[config.mk]
export PLATFORM = sky130hd
export DESIGN_NAME = nes_video_scanout
export DESIGN_NICKNAME = d
export VERILOG_FILES = /design/src/rtl/nes_video_pkg.sv /design/src/rtl/nes_palette_rom.sv /design/src/rtl/nes_video_scanout.sv
export SDC_FILE = /design/constraint.sdc
export NUM_CORES = 1
export LEC_CHECK = 0
export BUFFER_PORTS_ARGS = -buffer_cell sky130_fd_sc_hd__clkbuf_2
export CAP_MARGIN = 25
export CORE_ASPECT_RATIO = 1.4
export CORE_MARGIN = 10
export CORE_UTILIZATION = 50
export CTS_CLUSTER_DIAMETER = 150
export CTS_CLUSTER_SIZE = 16
export DETAILED_ROUTE_END_ITERATION = 7
export GPL_ROUTABILITY_DRIVEN = 0
export HOLD_SLACK_MARGIN = 0.03
export PLACE_DENSITY = 0.75
export SLEW_MARGIN = 20
export SYNTH_ARGS = -nofsm -noshare
export SYNTH_HDL_FRONTEND = slang
export SYNTH_SLANG_ARGS = --single-unit
[constraint.sdc]
create_clock -name sysclk -period 5.3 [get_ports sysclk]
set_input_delay 0.265 -clock sysclk [delete_from_list [all_inputs] [get_ports sysclk]]
set_output_delay 0.265 -clock sysclk [all_outputs]
set_load 0.05 [all_outputs]
[src/rtl/nes_video_pkg.sv]
// Shared VGA timing constants, RGB type and the 2C02 colour table for the scanout path.
package nes_video_pkg;

  typedef logic [11:0] rgb12_t;

  localparam logic [9:0] H_ACTIVE     = 10'd640;
  localparam logic [9:0] H_FP         = 10'd16;
  localparam logic [9:0] H_SYNC       = 10'd96;
  localparam logic [9:0] H_BP         = 10'd48;
  localparam logic [9:0] H_TOTAL      = H_ACTIVE + H_FP + H_SYNC + H_BP;
  localparam logic [9:0] H_SYNC_START = H_ACTIVE + H_FP;
  localparam logic [9:0] H_SYNC_END   = H_SYNC_START + H_SYNC;

  localparam logic [9:0] V_ACTIVE     = 10'd480;
  localparam logic [9:0] V_FP         = 10'd10;
  localparam logic [9:0] V_SYNC       = 10'd2;
  localparam logic [9:0] V_BP         = 10'd33;

  // 2C02 palette reduced to 4 bits per channel, index 0x00..0x3F
  localparam rgb12_t NES_PALETTE [0:63] = '{
    12'h777, 12'h218, 12'h00A, 12'h409, 12'h807, 12'hA01, 12'hA00, 12'h700,
    12'h420, 12'h040, 12'h050, 12'h031, 12'h135, 12'h000, 12'h000, 12'h000,
    12'hBBB, 12'h07E, 12'h23E, 12'h80F, 12'hB0B, 12'hE05, 12'hD20, 12'hC40,
    12'h870, 12'h090, 12'h0A0, 12'h093, 12'h088, 12'h000, 12'h000, 12'h000,
    12'hFFF, 12'h3BF, 12'h59F, 12'hA8F, 12'hF7F, 12'hF7B, 12'hF76, 12'hF93,
    12'hFB3, 12'h8D1, 12'h4D4, 12'h5F9, 12'h0ED, 12'h444, 12'h000, 12'h000,
    12'hFFF, 12'hAEF, 12'hCDF, 12'hDCF, 12'hFCF, 12'hFCD, 12'hFBB, 12'hFDA,
    12'hFEA, 12'hEFA, 12'hAFB, 12'hBFC, 12'h9FF, 12'hBBB, 12'h000, 12'h000
  };

endpackage

[src/rtl/nes_palette_rom.sv]
// Registered NES colour lookup; forces black when the pixel is outside the picture.
module nes_palette_rom
  import nes_video_pkg::*;
(
  input  logic       sysclk,
  input  logic       reset,
  input  logic       pix_ce,
  input  logic       blank,
  input  logic [5:0] idx,
  output rgb12_t     rgb
);

  always_ff @(posedge sysclk) begin
    if (reset) begin
      rgb <= 12'h000;
    end else if (pix_ce) begin
      rgb <= blank ? 12'h000 : NES_PALETTE[idx];
    end
  end

endmodule

[src/rtl/nes_video_scanout.sv]
// Frame-buffer reader and 640x480 VGA timing; each 256x240 source pixel shown 2x2, centred.
module nes_video_scanout
  import nes_video_pkg::*;
#(
  parameter logic [9:0] X_OFFSET = 10'd64,
  parameter logic       SYNC_POL = 1'b0,
  parameter logic [9:0] V_ACT    = V_ACTIVE,
  parameter logic [9:0] V_FRONT  = V_FP,
  parameter logic [9:0] V_PULSE  = V_SYNC,
  parameter logic [9:0] V_BACK   = V_BP
) (
  input  logic        sysclk,
  input  logic        reset,
  input  logic        pix_ce,
  output logic [15:0] fb_addr,
  output logic        fb_rd,
  input  logic [7:0]  fb_data,
  output logic        vga_hs,
  output logic        vga_vs,
  output logic        vga_de,
  output rgb12_t      vga_rgb,
  output logic        frame_start
);

  localparam logic [9:0] V_TOT    = V_ACT + V_FRONT + V_PULSE + V_BACK;
  localparam logic [9:0] VS_START = V_ACT + V_FRONT;
  localparam logic [9:0] VS_END   = VS_START + V_PULSE;
  localparam logic [9:0] X_END    = X_OFFSET + 10'd512;

  logic [9:0] h_cnt, v_cnt, hx_p0;
  logic       in_pic_p0, de_p0, hs_p0, vs_p0;
  logic       vld_p1, de_p1, hs_p1, vs_p1;
  logic       unused_bits;

  // Stage 0: raster counters and read-address generation
  always_ff @(posedge sysclk) begin
    if (reset) begin
      h_cnt <= '0;
      v_cnt <= '0;
    end else if (pix_ce) begin
      if (h_cnt == H_TOTAL - 10'd1) begin
        h_cnt <= '0;
        v_cnt <= (v_cnt == V_TOT - 10'd1) ? '0 : v_cnt + 10'd1;
      end else begin
        h_cnt <= h_cnt + 10'd1;
      end
    end
  end

  always_comb begin
    hx_p0     = h_cnt - X_OFFSET;
    in_pic_p0 = (h_cnt >= X_OFFSET) && (h_cnt < X_END) && (v_cnt < V_ACT);
    de_p0     = (h_cnt < H_ACTIVE) && (v_cnt < V_ACT);
    hs_p0     = (h_cnt >= H_SYNC_START && h_cnt < H_SYNC_END) ? SYNC_POL : ~SYNC_POL;
    vs_p0     = (v_cnt >= VS_START && v_cnt < VS_END) ? SYNC_POL : ~SYNC_POL;
  end

  // Dropping bit 0 of both coordinates doubles pixels and re-reads each line twice
  assign fb_addr     = in_pic_p0 ? {v_cnt[8:1], hx_p0[8:1]} : 16'h0000;
  assign fb_rd       = in_pic_p0 & pix_ce & ~reset;
  assign frame_start = pix_ce & ~reset & (h_cnt == '0) & (v_cnt == '0);

  assign unused_bits = ^{fb_data[7:6], hx_p0[9], hx_p0[0], v_cnt[9], v_cnt[0]};

  // Stage 1: the RAM's own output register holds fb_data; controls wait alongside it
  always_ff @(posedge sysclk) begin
    if (reset) begin
      vld_p1 <= 1'b0;
      de_p1  <= 1'b0;
      hs_p1  <= ~SYNC_POL;
      vs_p1  <= ~SYNC_POL;
    end else if (pix_ce) begin
      vld_p1 <= in_pic_p0;
      de_p1  <= de_p0;
      hs_p1  <= hs_p0;
      vs_p1  <= vs_p0;
    end
  end

  // Stage 2: palette lookup and output registers
  nes_palette_rom u_palette (
    .sysclk (sysclk),
    .reset  (reset),
    .pix_ce (pix_ce),
    .blank  (~vld_p1),
    .idx    (fb_data[5:0]),
    .rgb    (vga_rgb)
  );

  always_ff @(posedge sysclk) begin
    if (reset) begin
      vga_de <= 1'b0;
      vga_hs <= ~SYNC_POL;
      vga_vs <= ~SYNC_POL;
    end else if (pix_ce) begin
      vga_de <= de_p1;
      vga_hs <= hs_p1;
      vga_vs <= vs_p1;
    end
  end

endmodule

==> results.md <==
- Final hold vios: 0
- Pin count of the biggest net entering global routing: 45
- Cts hold-fix bufs: 0
- Leak: ~1.3 nW
- Final period util: 0.536
- Final ANT Viol Nets: 0
- Slew Viols, Final: 0
- DR vias/cell: about 6.1
- Met3 wire length: approximately 550 um
- Die area: a little over 9000 um2
- Worst Skew: about 13 ps
- Synth Flop Type: dfxtp_1
- Number of synthesized flops with an enable pin: 0
- Critical Path Sink Type: output port
- Slowest cell on the critical path: a2111oi_4
- Synth Instances: 377
- DR WL/cell: ~16 um
- Initial antenna violation count: 0
- Crit-path cells: inv_1 -> ha_1 -> nand2b_1 -> a311oi_1 -> a2111oi_4 -> a21boi_0 -> clkbuf_2
- Flops & latches, synth: 39
- TritonCTS buffer count: 5
- Setup TNS: 0 ps
- Layout Nets: around 430
- Num rows: 32
- Port buffer count: between 40 and 50
- Netlist Area Pre-Place: 2860 um2
- Initial drt markers: ~200
- Pwr Density: 220 nW/um2
- Placed cells: roughly 460
- Die width: around 84 um
- Root Driver: clkbuf_8
- Clk_lat worst skew: around 300 ps
- Placed Area: slightly above 3000 um2
- Wire length on met2: roughly 3900 um
- Syn_nets: 405
- Top post-synthesis cells by area: dfxtp_1, ha_1, nor2_1
- Final Instance Count excl. Fillers: 470
- Ys async rst share: 0
- Total wire length: 7610 um
- Post-synth top area share: 0.273
- Critical path's top delay family: compound AO/OA/AOI/OAI gates
- Core area: ~5500 um2
- # diodes: 0
- Number of post-CTS setup repair buffers: 0
- Final Critical Period: 2840 ps
- Worst Hold Class: in2reg
- DR vias: 2,867
- Post-synth cell types: between 50 and 60
- Finished Cell Area: 3180 um2
- Count leader, synth: nor2_1
- Synth warn: 0
- Peak VDD IR: approximately 0.00012 V
- CP arrival: between 2000 and 3000 ps
- Worst Path Max Fanout: 18
- DR pass1 iterations: 6
- CP required: ~5000 ps
- Max incr delay on CP: about 730 ps
- Syn_area_per_cell: about 7.6 um2
- Area Growth Syn to Fin: 11.2%
- Setup CP Type: reg2out
- Sequential share of the synthesized area: 0.273
- Relative slew slack: 0.468
- Setup violators final: 0
- DR DRC count: 0
- WL met1: ~3000 um
- Layout cell share with drive strength beyond 1: 0.137
- Post-CTS sizing: 0
- Longest Clk Path Bufs: 2
- Status: finished clean
- Post-synth top cells: nor2_1, dfxtp_1, nand2_1
- Die H: 110 um
- Startpoint type of the worst setup path: register
- CP Buf/Inv Count: 2
- RSZ-0062 raised after global routing: no
- Slew @ Worst Pin: between 700 and 800 ps
- Starting Density: 0.518
- IO Pins: 44
- CTS tree: done
- Aggregate global routing overflow: 0
- First-pass GRT wire length: ~13,000 um
- Vias in the first global route: 2,676
- Max-Cap Viols: 0
- Synth area leader: dfxtp_1
- Clock slew at reported path FFs: 80 ps
- Clock sink total: 39
- H-tree depth: 2
- Total GRT Usage: 0.162
- Fmax: between 300 and 400 MHz
- DR top layer: met4
- DP Wirelength: 5570 um
-- state kept, by name, indices dropped and copies added, names as in the netlist --
signal	cells
vga_de	1
v_cnt	10
hs_p1	1
u_palette.rgb	12
vld_p1	1
vga_hs	1
vs_p1	1
vga_vs	1
de_p1	1
h_cnt	10
-- layout by cell type (no fill, tap or decap), types with 6 or more instances in the layout --
cell type	instances
nor2_1	42
clkbuf_2	41
dfxtp_1	39
nand2_1	37
o21ai_0	26
a21oi_1	19
ha_1	17
inv_1	16
and2_1	15
nand2b_1	14
xnor2_1	10
nor3_1	9
nand4_1	9
xor2_1	8
nand3_1	8
mux2i_1	6
-- final cells by class --
cell class | count | area (um2)
tap | 68 | 85.1
timing repair buffer | 41 | 205
multi-input combinational | 298 | 1920
clock buffer | 6 | 72.6
sequential | 39 | 781
clock inverter | 2 | 60.1
fill | 530 | 2340
inverter | 16 | 60.1
-- final timing paths --
check,from,end,slack [ps],cells after the start
max reg2reg,h_cnt[6],vld_p1,3240,7
max,h_cnt[6],fb_addr[7],2460,7
min reg2reg,u_palette.rgb[3],u_palette.rgb[3],460,1
min,reset,v_cnt[0],410,2
-- worst register-to-register path: cells and delay by family, from the launching register on --
kind	cells	cell delay (ps)
adder cells (fa/ha/maj)	1	220
AO/OA/AOI/OAI	2	830
multiplexers	1	160
flip-flops	1	400
buffers and inverters	1	120
AND/OR/NAND/NOR	2	260
-- logic make-up (layout without fill, tap and decap cells) --
group	Yosys count	after routing	share of synthesized area
xor+xnor	18	18	0.0551
compound gates	98	98	0.237
simple gates	159	159	0.284
flops	39	39	0.273
buf+inv	40	65	0.0564
mux	6	6	0.0210
fa+ha+maj	17	17	0.0743
-- through the flow --
stage / setup WS, ps / hold WS [ps] / util / power (mW)
2_1_floorplan: 2490 / 439 / - / 0.384
3_3_place_gp: 2800 / 445 / 0.552 / 0.407
3_5_place_dp: 2730 / 452 / 0.552 / 0.408
4_1_cts: 2410 / 413 / 0.576 / 0.703
5_1_grt: 2210 / 435 / 0.576 / 0.728
6_report: 2460 / 409 / 0.576 / 0.700
-- power by group --
part / switching, mW / internal [mW]
Sequential: 0.00275 / 0.296
Clock: 0.108 / 0.188
Combinational: 0.0710 / 0.0342
-- routing by layer --
| layer | GRT usage | vias up |
|---|---|---|
| li1 | - | 1392 |
| met1 | 0.173 | 1321 |
| met2 | 0.301 | 138 |
| met3 | 0.0333 | 16 |
| met4 | 0.0743 | 0 |
| met5 | 0 | - |
Note: power is estimated with default switching activity, not from simulation.
